### config.mk
export PLATFORM = sky130hd
export DESIGN_NAME = tdm_mux_demux
export DESIGN_NICKNAME = d
export VERILOG_FILES = /design/src/rtl/tdm_mux_demux.sv
export SDC_FILE = /design/constraint.sdc
export NUM_CORES = 1
export LEC_CHECK = 0
export CORE_MARGIN = 3
export CORE_UTILIZATION = 37
export CTS_BUF_LIST = sky130_fd_sc_hd__clkbuf_8
export DETAILED_ROUTE_END_ITERATION = 8
export DONT_BUFFER_PORTS = 1
export GPL_TIMING_DRIVEN = 0
export PLACE_DENSITY = 0.59
export SYNTH_ARGS = -nofsm -noshare
export SYNTH_HDL_FRONTEND = slang
export SYNTH_SLANG_ARGS = --single-unit
### constraint.sdc
create_clock -name clk -period 3.89 [get_ports clk]
set_input_delay 1.167 -clock clk [delete_from_list [all_inputs] [get_ports clk]]
set_output_delay 1.167 -clock clk [all_outputs]
set_load 0.03 [all_outputs]
### src/rtl/tdm_mux_demux.sv
// N-channel clocked mux/demux with valid/ready per channel; manual select or round-robin TDM scan.
// Define RR_SKIP_EN to let the auto-mode mux skip idle channels instead of emitting bubbles.
module tdm_mux_demux #(
  parameter  int unsigned N_CH  = 4,
  parameter  int unsigned WIDTH = 8,
  localparam int unsigned SEL_W = $clog2(N_CH)
) (
  input  logic                    clk,
  input  logic                    rst_n,
  input  logic                    mode,
  input  logic [SEL_W-1:0]        sel,
  input  logic [N_CH*WIDTH-1:0]   mux_in_data,
  input  logic [N_CH-1:0]         mux_in_valid,
  output logic [N_CH-1:0]         mux_in_ready,
  output logic [WIDTH-1:0]        mux_out_data,
  output logic [SEL_W-1:0]        mux_out_ch,
  output logic                    mux_out_valid,
  input  logic                    mux_out_ready,
  output logic [SEL_W-1:0]        mux_ptr,
  input  logic [WIDTH-1:0]        dmx_in_data,
  input  logic                    dmx_in_valid,
  output logic                    dmx_in_ready,
  output logic [N_CH*WIDTH-1:0]   dmx_out_data,
  output logic [N_CH-1:0]         dmx_out_valid,
  input  logic [N_CH-1:0]         dmx_out_ready,
  output logic [SEL_W-1:0]        dmx_ptr
);

  // Pointer increment with wrap at N_CH-1, valid for non-power-of-two channel counts.
  function automatic logic [SEL_W-1:0] inc_wrap(input logic [SEL_W-1:0] v);
    return (v == SEL_W'(N_CH - 1)) ? '0 : v + SEL_W'(1);
  endfunction

  logic [N_CH-1:0][WIDTH-1:0] mux_in_arr;

  logic                       mux_valid_q, mux_valid_d;
  logic [WIDTH-1:0]           mux_data_q,  mux_data_d;
  logic [SEL_W-1:0]           mux_ch_q,    mux_ch_d;
  logic [SEL_W-1:0]           mux_ptr_q,   mux_ptr_d;

  logic [N_CH-1:0]            dmx_valid_q, dmx_valid_d;
  logic [N_CH-1:0][WIDTH-1:0] dmx_data_q,  dmx_data_d;
  logic [SEL_W-1:0]           dmx_ptr_q,   dmx_ptr_d;

  logic [SEL_W-1:0]           mux_c;
  logic                       mux_sel_valid;
  logic [WIDTH-1:0]           mux_sel_data;
  logic                       mux_slot;
  logic                       mux_accept;

  logic [SEL_W-1:0]           dmx_c;
  logic                       dmx_accept;

  assign mux_in_arr = mux_in_data;

`ifdef RR_SKIP_EN
  logic                       skip_found;
  logic [SEL_W:0]             skip_cand;

  // Auto mode: first valid channel at or after the pointer, cyclically; pointer itself if none.
  always_comb begin
    mux_c      = mode ? mux_ptr_q : sel;
    skip_found = 1'b0;
    skip_cand  = '0;
    if (mode) begin
      for (int unsigned i = 0; i < N_CH; i++) begin
        skip_cand = {1'b0, mux_ptr_q} + (SEL_W+1)'(i);
        if (skip_cand >= (SEL_W+1)'(N_CH)) begin
          skip_cand = skip_cand - (SEL_W+1)'(N_CH);
        end
        for (int unsigned k = 0; k < N_CH; k++) begin
          if (!skip_found && (skip_cand == (SEL_W+1)'(k)) && mux_in_valid[k]) begin
            skip_found = 1'b1;
            mux_c      = SEL_W'(k);
          end
        end
      end
    end
  end
`else
  assign mux_c = mode ? mux_ptr_q : sel;
`endif

  assign mux_slot = !mux_valid_q || mux_out_ready;

  // Decode the effective mux channel; an out-of-range select matches no channel.
  always_comb begin
    mux_sel_valid = 1'b0;
    mux_sel_data  = '0;
    mux_in_ready  = '0;
    for (int unsigned k = 0; k < N_CH; k++) begin
      if (mux_c == SEL_W'(k)) begin
        mux_sel_valid   = mux_in_valid[k];
        mux_sel_data    = mux_in_arr[k];
        mux_in_ready[k] = rst_n && mux_slot;
      end
    end
  end

  assign mux_accept = rst_n && mux_slot && mux_sel_valid;

  always_comb begin
    mux_valid_d = mux_valid_q;
    mux_data_d  = mux_data_q;
    mux_ch_d    = mux_ch_q;
    mux_ptr_d   = mux_ptr_q;
    if (mux_accept) begin
      mux_valid_d = 1'b1;
      mux_data_d  = mux_sel_data;
      mux_ch_d    = mux_c;
    end else if (mux_out_ready) begin
      mux_valid_d = 1'b0;
    end
`ifdef RR_SKIP_EN
    if (mode && mux_accept) begin
      mux_ptr_d = inc_wrap(mux_c);
    end
`else
    // Strict TDM: every slot consumes a pointer position, valid or not.
    if (mode && mux_slot) begin
      mux_ptr_d = inc_wrap(mux_ptr_q);
    end
`endif
  end

  assign dmx_c = mode ? dmx_ptr_q : sel;

  always_comb begin
    dmx_in_ready = 1'b0;
    for (int unsigned k = 0; k < N_CH; k++) begin
      if (dmx_c == SEL_W'(k)) begin
        dmx_in_ready = rst_n && (!dmx_valid_q[k] || dmx_out_ready[k]);
      end
    end
  end

  assign dmx_accept = dmx_in_valid && dmx_in_ready;

  // Per-channel drain and reload; a reload in the drain cycle keeps the channel valid.
  always_comb begin
    dmx_valid_d = dmx_valid_q;
    dmx_data_d  = dmx_data_q;
    dmx_ptr_d   = dmx_ptr_q;
    for (int unsigned k = 0; k < N_CH; k++) begin
      if (dmx_out_ready[k]) begin
        dmx_valid_d[k] = 1'b0;
      end
      if (dmx_accept && (dmx_c == SEL_W'(k))) begin
        dmx_valid_d[k] = 1'b1;
        dmx_data_d[k]  = dmx_in_data;
      end
    end
    if (mode && dmx_accept) begin
      dmx_ptr_d = inc_wrap(dmx_ptr_q);
    end
  end

  always_ff @(posedge clk) begin
    if (!rst_n) begin
      mux_valid_q <= 1'b0;
      mux_data_q  <= '0;
      mux_ch_q    <= '0;
      mux_ptr_q   <= '0;
      dmx_valid_q <= '0;
      dmx_data_q  <= '0;
      dmx_ptr_q   <= '0;
    end else begin
      mux_valid_q <= mux_valid_d;
      mux_data_q  <= mux_data_d;
      mux_ch_q    <= mux_ch_d;
      mux_ptr_q   <= mux_ptr_d;
      dmx_valid_q <= dmx_valid_d;
      dmx_data_q  <= dmx_data_d;
      dmx_ptr_q   <= dmx_ptr_d;
    end
  end

  assign mux_out_valid = mux_valid_q;
  assign mux_out_data  = mux_data_q;
  assign mux_out_ch    = mux_ch_q;
  assign mux_ptr       = mux_ptr_q;
  assign dmx_out_valid = dmx_valid_q;
  assign dmx_out_data  = dmx_data_q;
  assign dmx_ptr       = dmx_ptr_q;

endmodule

Word level (Yosys, flattened, before mapping)
Cells that the tools add are included.

Register bits: 51. Input port bits: 55. Output and inout port bits: 56. Logic and storage cells: 83.

Add/sub/neg operators: 2. Equality and inequality tests: 8. Mux-type cells: 30. Reductions and logical operators: 30.

Operators by type and width (count): 2-to-1 mux 8 bit (4); 2-to-1 mux 1 bit (22); logical AND 1 bit (13); == test 2 bit (second input constant) (6); nonzero test 2 bit (5); 2-to-1 mux 2 bit (4); zero test 1 bit (5); logical OR 1 bit (5); adder 2 x 1 -> 2 bit (second input constant) (2); == test 2 x 1 -> 1 bit (second input constant) (2); zero test 2 bit (2).

Logic depth before layout (Yosys ltp)
Depth after elaboration: 10. Gate-level depth with buffers: 7. Gate-level depth less buffers: 5.

Worst setup path before layout
No wires, ideal clock.

Path type: input to output. Start: input port mode. End: output port dmx_in_ready. Data arrival time: 2443 ps. Data required time: 2723 ps. Setup slack: 280 ps. Cell stages on the path: 4. Path buffers: 1. Cell sequence: buf_6 > a32o_1 > a2111oi_4 > and2_2.

Word-level cells in the longest chain between the ends: 6. Elaborated cells on any way between the ends: 9. Classes of those cells: eq/ne (3); mux (5); reduce/logical (1).

RTL lines: start: declaration (RTL line 10) `input logic mode,`; 2-to-1 mux 2 bit (*) (RTL line 126) `assign dmx_c = mode ? dmx_ptr_q : sel;`; zero test 2 bit (RTL line 131) `if (dmx_c == SEL_W'(k)) begin`; 2-to-1 mux 1 bit (3 in series) (RTL line 131); 2-to-1 mux 1 bit (*) (RTL line 131); end: declaration (RTL line 22) `output logic dmx_in_ready,`.

Every way passes the cells marked *; elsewhere a longest branch is shown, timed or not.

Final worst setup path
Start: input port mode. End: output port mux_in_ready[0].

Word-level cells in the longest chain between the ends: 3.

RTL lines: 2-to-1 mux 2 bit (RTL line 81) `assign mux_c = mode ? mux_ptr_q : sel;`; zero test 2 bit (RTL line 92) `if (mux_c == SEL_W'(k)) begin`; 2-to-1 mux 1 bit (RTL line 92); end: declaration (RTL line 14) `output logic [N_CH-1:0] mux_in_ready,`.

Every way passes these cells.

==> flow_summary.toml <==
[floorplanning]
initial_core_util_pct = 38.5
core_mm2 = 0.00639
die_width_um = 87.5
design.die.area_mm2 = 0.00766
design.portCount = 111
rows = 29
die_y_um = 87.5

[worst_setup_path]
worstSetupPathType = "input port to primary output"
timing.critical_path.fanout_max = 10
critical_path_top_delay_cell = "mux2i_1"
reg2reg_depth = 7
worstPathArrival_ps = 2500
timing.rr.end = "dmx_out_data[15]"
critical_path.max_stage_delay_ps = 430
worstPathCellList = "buf_6 > mux2i_1 > buf_2 > inv_1 > nor2_2"
required_ps = 2720
r2r-start = "dmx_ptr[0]"
critical_path.startpoint_type = "input port"
worstSetupEndpointType = "primary output"
rrSetupSlack_ps = 1360

[min_path]
hold_class = "flop to flop"
hp-start = "dmx_out_data[7]"
hold_depth = 2
holdPathEnd = "dmx_out_data[7]"

[drt]
post_drt_wl_per_cell_um = 17.9
drc = 0
viasPerCell = 5.30
drtIter0Drc = 62
drtAntennaViolNets = 0
vias = 1797
drtPass1Iterations = 4
routed_wirelength_um = 6060

[clocking]
worstSkewPairLatency_ps = 310
cts_tree = "done"
path_clk_slew_ps = 100
cts_inserted_buffers = 5
root_buffer = "clkbuf_8"
htreeDepth = 2
numClockSinks = 51
cts_hold_bufs = 0
ctsLongestPathBuffers = 2

[power_and_ir_drop]
leakage_nw = 1.24
p_per_area_mw_per_mm2 = 423
peakVddDrop_v = 0.000203

[synth]
postSynthAreaPerCell_um2 = 9.80
yosys.cell_types.count = 34
post_synth_edffs = 0
synth_seq_area_share_pct = 41.5
asyncSetResetFlopFracSynth_pct = 0
synth_common_cells = "mux2i_1, dfxtp_1, nand2_1"
synth_warnings = 0
biggest_area_contributors_in_the_synthesized_netlist = "dfxtp_1, mux2i_1, nand2_1, nor2b_1, a21boi_0"
synthDominantAreaCellType = "dfxtp_1"
post_synth_instance_area_mm2 = 0.00246
post_synthesis_net_count = 308
synth_most_common_cell = "mux2i_1"
postSynthCellCount = 251
synth-seq-cells = 51
ys.flop_type = "dfxtp_1"
synthDominantCellAreaShare_pct = 41.5

[cells_and_area]
antenna_cells_inserted = 0
multiInputGateArea_mm2 = 0.00135
final_layout_size_suffix_gt1_share_pct = 13.0
layout.area.seq_mm2 = 0.00102
layout.filler_cells = 643
layout-area-overhead-vs-synth_pct = 9.72
nets = 318

[timing]
timing.final.hold_violations = 0
setup_viol_count_final = 0
final_max_slew_viol_count = 0
fin_crit_sh_pct = 94.3
fin_tns_setup_ps = 0
fin_crit_ps = 3670
clock_skew_ps = 6.34
rsz0062_at_grt = "false"
worstMarginPinSlew_ps = 544
max_freq_mhz = 273
timing.max_slew.rel_slack_pct = 63.6
fin_hold_ws_ps = 616

[global_routing]
antenna_found_initial = 0
grt.total_usage_pct = 15.3
grt.met2_usage_pct = 25.1
grt_start_max_net_pins = 18
via_count_of_the_first_global_routing_pass = 1791
global_route.usage.met3_pct = 5.96
grtUsageMet1_pct = 19.0
global_route_wire_length_before_repair_um = 9170
grt.overflow.total = 0
busiest_grt_layer = "met2"

[job]
timing.max_cap.violations = 0

[status]
status = "finished clean"

[placed_design]
io_buffer_count = 0
gp_routability_congestion = 0.800
hpwlAfterDp_um = 4420
cells in the final DEF (no fill, tap or decap), types with 4 or more instances in the layout:
| cell type | netlist | routed |
|---|---|---|
| nand3_1 | 7 | 7 |
| mux2i_1 | 71 | 71 |
| nand2_1 | 48 | 48 |
| inv_1 | 5 | 5 |
| clkbuf_8 | 0 | 5 |
| a21boi_0 | 5 | 5 |
| nor2b_1 | 10 | 10 |
| clkbuf_1 | 8 | 8 |
| buf_2 | 4 | 4 |
| dfxtp_1 | 51 | 51 |
critical path, delay by kind of cell:
kind,cells,cell delay [ps]
buf+inv,3,580
mux,1,430
simple gates,1,320
layout make-up:
type	count	share of cell area [%]
Buffer	15	2.83
Tap cell	77	3.57
Timing Repair Buffer	3	0.835
Multi-Input combinational cell	180	50.0
Clock inverter	3	1.72
Inverter	5	0.696
Sequential cell	51	37.8
Clock buffer	5	2.55
per-layer routing:
metal / routed length, um / vias up
met5: 0 / -
li1: - / 889
met3: 643 / 4
met1: 2650 / 821
met2: 2730 / 83
met4: 31 / 0
flip-flops by register name, indices dropped and copies added, names as in the netlist:
name	count
mux_ptr	2
dmx_out_valid	4
mux_out_data	8
dmx_out_data	32
dmx_ptr	2
mux_out_ch	2
mux_out_valid	1
per-stage QoR:
| step | power (mW) | cell area, um2 | std cells | setup slack, ps | util [%] |
|---|---|---|---|---|---|
| after floorplan | 0.736 | 2460 | 251 | 280 | - |
| after global placement | 0.767 | 2550 | 328 | 95.6 | 40.0 |
| after detailed placement | 0.770 | 2550 | 328 | 75.6 | 40.0 |
| after CTS | 1.15 | 2670 | 336 | 66.5 | 41.8 |
| after global routing | 1.19 | 2700 | 339 | 39.5 | 42.2 |
| final | 1.14 | 2700 | 339 | 223 | 42.2 |
repair_timing:
action,4_1_cts,5_1_grt
setup buffers,0,3
resized for setup,0,2
endpoints found under the setup margin,0,2
logic make-up (layout without fill, tap and decap cells):
family | count (synthesis) | after routing | synth area share [%]
multiplexers | 72 | 72 | 29.4
adder cells (fa/ha/maj) | 2 | 2 | 1.02
AND/OR/NAND/NOR | 91 | 91 | 19.0
AO/OA/AOI/OAI | 15 | 15 | 5.19
flip-flops | 51 | 51 | 41.5
buffers and inverters | 20 | 31 | 3.87
worst max-delay path by stage:
| stage | from | to | slack, ps | cells after the start |
|---|---|---|---|---|
| floorplan | mode | dmx_in_ready | 280 | 4 |
| global placement | mode | dmx_in_ready | 100 | 4 |
| detailed placement | mode | mux_in_ready[0] | 80 | 5 |
| CTS | mode | dmx_in_ready | 70 | 4 |
| global route | rst_n | dmx_in_ready | 40 | 4 |
| finish | mode | mux_in_ready[0] | 220 | 5 |
power breakdown:
part / switching, mW / internal [mW]
logic: 0.0872 / 0.0663
clock network: 0.190 / 0.194
registers: 0.0604 / 0.544
total: 0.338 / 0.804
Power figures use the tool's default switching activity.
